## src/rtl/door_controller.sv

```systemverilog
`default_nettype none
// ============================================================================
// Module   : door_controller
// Purpose  : Moore FSM sequencing the elevator car door: open, dwell, close,
//            and reopen on obstruction. Also flags motor stroke faults.
// Revision : 1.0 - initial release
// ============================================================================
module door_controller #(
    parameter int W        = 10,
    parameter int T_ESPERA = 1000,
    parameter int T_MOTOR  = 200
) (
    input  logic       clk,
    input  logic       rst_n,
    input  logic       abrir,
    input  logic       cerrar,
    input  logic       obstaculo,
    input  logic       fin_abierta,
    input  logic       fin_cerrada,
    input  logic       movimiento,
    output logic [1:0] estado,
    output logic       motor_abrir,
    output logic       motor_cerrar,
    output logic       puerta_cerrada,
    output logic       timeout,
    output logic       falla
);

    typedef enum logic [1:0] {
        CERRADA  = 2'b00,
        ABIERTA  = 2'b01,
        ABRIENDO = 2'b10,
        CERRANDO = 2'b11
    } state_t;

    localparam logic [W-1:0] c_ESPERA_LAST = W'(T_ESPERA - 1);
    localparam logic [W-1:0] c_MOTOR_LAST  = W'(T_MOTOR - 1);

    state_t         r_estado;
    state_t         w_next;
    logic [W-1:0]   r_cnt;
    logic           r_timeout;
    logic           r_falla;
    logic           w_restart;
    logic           w_timeout;
    logic           w_fault;

    always_comb begin
        w_next    = r_estado;
        w_restart = 1'b0;
        w_timeout = 1'b0;
        w_fault   = 1'b0;
        case (r_estado)
            CERRADA: begin
                if (abrir && !movimiento) w_next = ABRIENDO;
            end
            ABRIENDO: begin
                if (fin_abierta) begin
                    w_next = ABIERTA;
                end else if (r_cnt == c_MOTOR_LAST) begin
                    w_next  = ABIERTA;
                    w_fault = 1'b1;
                end
            end
            ABIERTA: begin
                // A new request or an obstruction keeps the door open and restarts the dwell
                if (abrir || obstaculo) begin
                    w_restart = 1'b1;
                end else if (cerrar) begin
                    w_next = CERRANDO;
                end else if (r_cnt == c_ESPERA_LAST) begin
                    w_next    = CERRANDO;
                    w_timeout = 1'b1;
                end
            end
            CERRANDO: begin
                if (obstaculo || abrir) begin
                    w_next = ABRIENDO;
                end else if (fin_cerrada) begin
                    w_next = CERRADA;
                end else if (r_cnt == c_MOTOR_LAST) begin
                    w_next  = ABRIENDO;
                    w_fault = 1'b1;
                end
            end
            default: w_next = CERRADA;
        endcase
    end

    always_ff @(posedge clk) begin
        if (!rst_n) begin
            r_estado  <= CERRADA;
            r_cnt     <= '0;
            r_timeout <= 1'b0;
            r_falla   <= 1'b0;
        end else begin
            r_estado  <= w_next;
            r_timeout <= w_timeout;
            if (w_fault) r_falla <= 1'b1;
            if ((w_next != r_estado) || w_restart) begin
                r_cnt <= '0;
            end else if (r_cnt != {W{1'b1}}) begin
                r_cnt <= r_cnt + W'(1);
            end
        end
    end

    assign estado         = r_estado;
    assign motor_abrir    = (r_estado == ABRIENDO);
    assign motor_cerrar   = (r_estado == CERRANDO);
    assign puerta_cerrada = (r_estado == CERRADA) && fin_cerrada;
    assign timeout        = r_timeout;
    assign falla          = r_falla;

endmodule
`default_nettype wire

```

## config.mk

```make
export PLATFORM = sky130hd
export DESIGN_NAME = door_controller
export DESIGN_NICKNAME = d
export VERILOG_FILES = /design/src/rtl/door_controller.sv
export SDC_FILE = /design/constraint.sdc
export NUM_CORES = 1
export LEC_CHECK = 0
export BUFFER_PORTS_ARGS = -buffer_cell sky130_fd_sc_hd__buf_2
export CAP_MARGIN = 40
export CORE_AREA = 2 2 48 50
export DETAILED_ROUTE_END_ITERATION = 8
export DIE_AREA = 0 0 50 52
export HOLD_SLACK_MARGIN = 0.02
export PLACE_DENSITY = 0.68
export SLEW_MARGIN = 20
export SYNTH_ARGS = -nofsm -noshare
export SYNTH_HDL_FRONTEND = slang
export SYNTH_SLANG_ARGS = --single-unit
export TNS_END_PERCENT = 20
```

## constraint.sdc

```tcl
create_clock -name clk -period 2.08 [get_ports clk]
set_input_delay 0.416 -clock clk [delete_from_list [all_inputs] [get_ports clk]]
set_output_delay 0.416 -clock clk [all_outputs]
set_load 0.05 [all_outputs]
```

After elaboration in Yosys (flattened, before gate mapping) --
Index checks and enable logic that the tools add are counted.
Storage, ports and cells: register bits 14, bits of input ports 8, logic and storage cells 40
Operators by class: add/sub/neg operators 1, equality and inequality tests 7, muxes and demuxes 18, bitwise gates (word level) 2, reductions and logical operators 8
Operators by type and width (number):
- 2-bit two-way mux | 9
- 10-bit by 1-bit adder with 10-bit output, second input constant | 1
- 10-bit == test, second input constant | 1
- 10-bit by 8-bit == test with 1-bit output, second input constant | 1
- 10-bit inequality test, second input constant | 1
- 2-bit one-hot mux with 4 select lines | 1
- 1-bit two-way mux | 7
- 2-bit == test, second input constant | 2
- 4-bit OR reduction | 1
- 2-bit by 1-bit == test with 1-bit output, second input constant | 1
- 1-bit logical AND | 2
- 2-bit logical NOT | 1
- 1-bit logical OR | 2
- 2-bit inequality test | 1
- 1-bit NOT | 2
- 1-bit one-hot mux with 2 select lines | 1
- 2-bit OR reduction | 1
- 1-bit logical NOT | 1

Longest topological paths before layout --
Gate-level depths: netlist (run 1).
depth after elaboration 8, depth in mapped cells 7, mapped depth without buffers 5

Worst setup path before layout (run 1) --
No wires, ideal clock.
kind register to output, from reg r_estado[0], in the netlist estado[0], to out puerta_cerrada, arrival 1861 ps, required time 1664 ps, slack -197 ps, cell stages (with the launch flop) 3, path buffers 1, path through dfxtp_1 > buf_4 > nor3b_1
On the way: longest elaborated chain between the ends 2
Ends and longest elaborated chain:
- start: declaration | line 39 | state_t r_estado;
- start signal: assignment | line 97 | r_estado <= w_next;
- 2-bit logical NOT | line 111 | assign puerta_cerrada = (r_estado == CERRADA) && fin_cerrada;
- 1-bit logical AND | line 111
- end: declaration | line 24 | output logic puerta_cerrada,
Every way passes these cells.

Worst setup path after layout (run 1) --
from reg r_cnt[0], to reg r_cnt[3]
On the way: longest elaborated chain between the ends 8
Ends and longest elaborated chain:
- start: declaration | line 41 | logic [W-1:0] r_cnt;
- start signal: assignment | line 103 | r_cnt <= r_cnt + W'(1);
- 10-bit by 8-bit == test with 1-bit output / 10-bit == test (equally long branches) | line 60, 81, 71
- 2-bit two-way mux, on equally long branches | line 81, 71
- 2-bit two-way mux, on equally long branches | line 79, 69
- 2-bit two-way mux, on equally long branches | line 77, 67
- 2-bit one-hot mux with 4 select lines | line 53 | case (r_estado)
- 2-bit inequality test | line 100 | if ((w_next != r_estado) || w_restart) begin
- 1-bit logical OR | line 100
- 2-bit OR reduction (no source line)
Parallel ways exist; a longest one is shown, timed or not. A chain may end at the register's enable or synchronous reset.

==> results.md, run 1 <==
* Outcome: finished clean
* Lkg Pwr at approximately 0.36 nW
* Asr flop ratio synth at 0
* Slowest stage cell on the critical path: dfxtp_1
* Root buffer cell: clkbuf_4
* Post-Synthesis Net Count at about 100
* Dpl hpwl at between 1000 and 1500 um
* Clk_lat worst skew at roughly 0.28 ns
* Max Freq at approximately 0.53 GHz
* CTS Buf Count at 3
* Ranking of synthesized cells by area: dfxtp_1 32%, nor4_4 4.9%, mux2i_1 4.6%, nor3_1 4.6%, nand3_1 4.0%
* Floorplan row count at 17
* I/O Buffers at 14
* CP max FO at 9
* Total grt overflow at 0
* Initial antenna violation count at 0
* Via Count at about 770
* CORE AREA at 0.00211 mm2
* Fin. max-slew vios at 0
* Switching Fraction at 0.290
* Endpoint class of the critical path: flip-flop
* Skew final at between 0.006 and 0.007 ns
* Initial core utilization at 0.415
* Core Util, Final at 0.474
* Synth warnings at 0
* Residual DRC count at 0
* Vias in the first global route at 707
* Total GRT Usage at 0.146
* Final setup viols at 0
* Layout cell share with drive strength beyond 1 at 0.275
* Syn Inst Count at 95
* Gate power share at 0.158
* DRT iter0 DRCs at 11
* Slew HR at 0.721
* First-pass GRT wire length at roughly 2900 um
* Post-CTS resize count at 0
* NetSw at ~0.17 mW
* NumNets Final at ~120
* N_diodes at 0
* Fillers at ~220
* Worst path arrival time at slightly above 2 ns
* Cell taking the most area after synthesis: dfxtp_1
* Fin crit share at 0.899
* Commonest non-fill, non-tap cells in the layout: 14 x dfxtp_1, 14 x buf_2, 8 x nor3_1, 7 x nand3_1, 6 x nor2_1
* GP Congestion at 0.854
* CTS clk-pin slew, worst paths at approximately 0.09 ns
* Post-CTS setup repair buffer count at 0
* Max cap viols at 0
* Vias per inst at approximately 5.6
* Post-route ant nets at 0
* Worst-Margin Slew at 0.417 ns
* Seq cells post-synth at 14
* CP Class: reg -> reg
* Critical Path RT at around 2.3 ns
* Pwr/cell area at 584 mW/mm2
* Critical path, cell by cell: ha_1 -> nand3_1 -> nor3_2 -> nor2_1 -> a2111oi_2
* Reg power frac at 0.501
* Number of enable flip-flop cells after synthesis at 0
* Post-Syn Area at slightly below 900 um2
* Hold_buf cts at 0
* CTS tree: built
* Layout area overhead at 14.2%
* Tmin final at ~1.9 ns
* Unrepaired setup endpoints after global routing: no
* WL final at around 1700 um
* I/O pin cnt at 15
* Fin. Hold Viols at 0
* Die Wd at approximately 50 um
* Clk sinks at 14
* Critical path launch point type: flip-flop
* Top_reg_cell synth: dfxtp_1
* Die height at 52 um
* Max H-tree Level at 1
* Avg Cell Area, Syn at ~9 um2
* First-pass DRT Iterations at 4
* Clock group share of total power at 0.340
* DR WL/cell at 12.6 um
* Peak supply drop at 341 uV
* Die area at 0.00260 mm2
* Largest net degree at the start of global routing at 12
* Hold WC Path Type: in -> reg
* Sequential share of the synthesized area at 0.320
* Top cell type's share of synthesized area at 0.320
* Netlist cell types at 39
* Crit path largest cell delay at approximately 0.46 ns
* TNS Setup at 0 ns
* P_int at slightly above 0.4 mW
* Max Buffers Root-to-Sink at 2
logic make-up after synthesis:
group / share of synthesized area
AOI/OAI and AO/OA: 0.213
xor gates and xnor gates: 0.0200
adders and majority gates: 0.0143
buffers and inverters: 0.0458
DFF: 0.320
muxes: 0.0458
and+or+nand+nor: 0.340
path summary, 6_finish.rpt:
kind                    to      from  slack, ns  cells after the start
setup / recovery  r_cnt[3]  r_cnt[0]       0.21                      5
hold reg to reg      falla     falla       0.49                      2
hold / removal     timeout    cerrar       0.31                      2
setup reg to reg  r_cnt[3]  r_cnt[0]       0.21                      5
per-stage QoR:
stage / setup slack, ns / cells / power (mW) / instance area (um2) / hold slack, ns
global route: 0.0128 / 137 / 0.613 / 998 / 0.325
detailed placement: 0.239 / 133 / 0.391 / 962 / 0.470
global placement: 0.265 / 133 / 0.389 / 962 / 0.452
CTS: 0.214 / 137 / 0.590 / 998 / 0.312
finish: 0.210 / 137 / 0.583 / 998 / 0.311
floorplan: 0.122 / 95 / 0.369 / 882 / 0.495
state kept, by name (all words and copies together), names as in the netlist:
name     flops
estado       2
r_cnt       10
falla        1
timeout      1
worst max-delay path, delay by kind of cell, from the launching register on:
kind / cells / cell delay, ns
AOI/OAI and AO/OA: 1 / 0.34
adders and majority gates: 1 / 0.36
DFF: 1 / 0.46
and+or+nand+nor: 3 / 0.62
synth_stat cells (3+ instances only):
master / number
dfxtp_1: 14
a31oi_1: 4
a21oi_1: 3
mux2i_1: 4
nor3_1: 8
nor2_1: 6
nand4_1: 3
nand3_1: 7
and3_1: 3
nand2_1: 3
routing by layer:
layer  vias up  GRT usage  share of wire
met3         2     0.0517          0.045
li1        395          -              -
met2        18      0.265           0.47
met4         0     0.0278         0.0046
met5         -          0              0
met1       352      0.165           0.48
area by class of cell:
| type | count | area [um2] | area share |
|---|---|---|---|
| Multi-Input combinational cell | 74 | 562 | 0.563 |
| Inverter | 2 | 7.51 | 0.00752 |
| Clock buffer | 4 | 36.3 | 0.0363 |
| Tap cell | 28 | 35.0 | 0.0351 |
| Sequential cell | 14 | 280 | 0.281 |
| Timing Repair Buffer | 15 | 77.6 | 0.0777 |
power by group through the flow:
stage	registers [mW]	logic, mW	clock network (mW)
5_1_grt	0.295	0.101	0.216
6_report	0.292	0.0924	0.198
3_5_place_dp	0.298	0.0929	0
2_1_floorplan	0.298	0.0712	0
3_3_place_gp	0.298	0.0917	0
4_1_cts	0.292	0.0932	0.205
Power figures use the tool's default switching activity.
==> inputs of run 2 (changes only) <==
Settings changed: CORE_AREA 2 2 48 50 to 2 2 54 44, CTS_BUF_LIST set to sky130_fd_sc_hd__clkbuf_4, DIE_AREA 0 0 50 52 to 0 0 56 46, PLACE_DENSITY 0.68 to 0.69.
Clock period 2.08 ns to 2.2 ns, I/O delays scaled along.
==> run 2 against run 1 <==
  * First-iteration DRC count increased by 100%
  * Register-to-register slack better by 0.098 ns
  * Worst hold slack improved by 0.012 ns
  * Clock power shrank 26%
  * Sequential power down 5%
  * Sequential share of layout area is 0.50 points higher
  * Critical path depth did not move
  * Critical endpoint is now r_cnt[2]
  * Largest cell class unchanged
  * Highest routed layer unchanged
==> results.md, run 2 (synthesized netlist as in run 1, its figures left out) <==
* Final setup viols at 0 (unchanged)
* DRT iter0 DRCs at 22 (+11)
* CORE AREA at 0.00210 mm2 (-0.18%)
* Vias in the first global route at 616 (-13%)
* WP buf/inv at 0 (unchanged)
* Largest register FFs at 10 (unchanged)
* Critical path launch point type: flip-flop
* Setup WS post-layout at 0.308 ns (+0.0977 ns)
* Worst path arrival time at 2.05 ns (about the same)
* Clk_lat worst skew at 0.28 ns (about the same)
* Residual DRC count at 0 (unchanged)
* Post-route ant nets at 0 (unchanged)
* Layout cell share with drive strength beyond 1 at 0.269 (-0.00671)
* CP max FO at 10 (+1)
* First-pass GRT wire length at 2850 um (-2.4%)
* Slowest stage cell on the critical path: dfxtp_1
* Hold_buf cts at 0 (unchanged)
* Peak supply drop at 366 uV (+7.3%)
* Total grt overflow at 0 (unchanged)
* Lkg Pwr at 0.356 nW (-2.0%)
* Total power at 0.511 mW (-12%)
* Worst Hold End: timeout
* Final Cell Area at 981 um2 (-1.8%)
* Vias per inst at 5.71 (+1.9%)
* I/O Buffers at 14 (unchanged)
* I/O pin cnt at 15 (unchanged)
* Fin crit share at 0.860 (-0.0389)
* N_diodes at 0 (unchanged)
* Initial core utilization at 0.416 (+0.000742)
* Skew final at 0.000783 ns (-0.00587 ns)
* Crit-path leading delay family: simple AND/OR/NAND/NOR gates
* Outcome: finished clean
* DP Worst Slack at 0.338 ns (+0.0990 ns)
* Root buffer cell: clkbuf_4
* Max cap viols at 0 (unchanged)
* Largest net degree at the start of global routing at 12 (unchanged)
* Post-CTS resize count at 0 (unchanged)
* Fin. max-slew vios at 0 (unchanged)
* Clk sinks at 14 (unchanged)
* Post-CTS setup repair buffer count at 0 (unchanged)
* Die Wd at 56 um (+12%)
* Critical Path RT at 2.36 ns (+0.09 ns)
* First-pass DRT Iterations at 4 (unchanged)
* Hold WC Path Type: in -> reg
* Initial antenna violation count at 0 (unchanged)
* Dpl hpwl at 1350 um (+5.2%)
* Die height at 46 um (-12%)
* Crit path largest cell delay at 0.47 ns (about the same)
* Pwr/cell area at 521 mW/mm2 (-11%)
* Endpoint class of the critical path: flip-flop
* Core Util, Final at 0.467 (-0.00749)
* NumNets Final at 119 (unchanged)
* Hold Worst Slack at 0.324 ns (+0.0125 ns)
* Placed cell areas at 958 um2 (-0.39%)
* Fin. Hold Viols at 0 (unchanged)
* Final Non-Filler Cells at 133 (-2.9%)
* Reg-to-reg slack, setup at 0.31 ns (+0.10 ns)
* Max Freq at 0.529 GHz (-1.2%)
* Unrepaired setup endpoints after global routing: no
* Slew HR at 0.647 (-0.0737)
* GP Congestion at 0.875 (+2.5%)
* Max H-tree Level at 1 (unchanged)
* CTS tree: built
* Die area at 0.00258 mm2 (-0.92%)
* DR WL/cell at 13.7 um (+8.7%)
* CP Class: reg -> reg
* Floorplan row count at 15 (-2)
* Total GRT Usage at 0.145 (-0.000962)
* Worst reg2reg endpoint: r_cnt[2]
* Layout area overhead at 12.2%
* Tmin final at 1.89 ns (+0.0223 ns)
* Largest Register: r_cnt
* Hold path startpoint: cerrar
* CTS Buf Count at 3 (unchanged)
* Commonest non-fill, non-tap cells in the layout: 14 x dfxtp_1, 14 x buf_2, 8 x nor3_1, 7 x nand3_1, 6 x nor2_1
* Worst r2r src: r_cnt[0]
* Via Count at 759 (-1.0%)
* Max Buffers Root-to-Sink at 2 (unchanged)
* Worst reg2reg path depth at 5 (unchanged)
* CTS clk-pin slew, worst paths at 0.08 ns (about the same)
* Worst-Margin Slew at 0.522 ns (+0.105 ns)
* Placed cells at 130 (-2.3%)
* Critical path, cell by cell: ha_1 -> and4bb_1 -> nand3_1 -> o21ai_4 -> nor3_1
* TNS Setup at 0 ns (unchanged)
* WL final at 1820 um (+5.6%)
* Hold path cells at 2 (unchanged)
-- run 2: cell types whose count changed in the layout (fill, tap and decap cells not counted), sizes merged --
cell,before,now
clkbuf,4,3
-- run 2: worst max path at each step --
stage                     cells past startpoint  endpoint       from
after floorplan                               4  r_cnt[0]  estado[1]
after global placement                        5  r_cnt[3]   r_cnt[0]
after detailed placement                      5  r_cnt[9]   r_cnt[1]
after CTS                                     5  r_cnt[3]   r_cnt[1]
after global routing                          5  r_cnt[3]   r_cnt[0]
final                                         5  r_cnt[2]   r_cnt[0]
-- run 2: routing by layer --
layer / part of all wire / vias to the layer above / track usage
met3: 0.023 / 5 / 0.0369
met2: 0.43 / 7 / 0.191
li1: - / 395 / -
met1: 0.53 / 352 / 0.211
met4: 0.022 / 0 / 0.0857
met5: 0 / - / 0
-- run 2: power by group --
part	internal, mW	switching (mW)	total (mW)	leakage, nW
Sequential	0.260	0.0165	0.277	0.113
Clock	0.0637	0.0831	0.147	0.0138
Combinational	0.0304	0.0574	0.0878	0.228
Total	0.354	0.157	0.511	0.356
-- run 2: layout make-up --
cell class / count / area [um2]
fillers: 209 / 1120
multi-input cells: 74 / 562
flip-flops and latches: 14 / 280
repair buffers: 15 / 77.6
well taps: 25 / 31.3
clock buffers: 3 / 22.5
inverters: 2 / 7.51
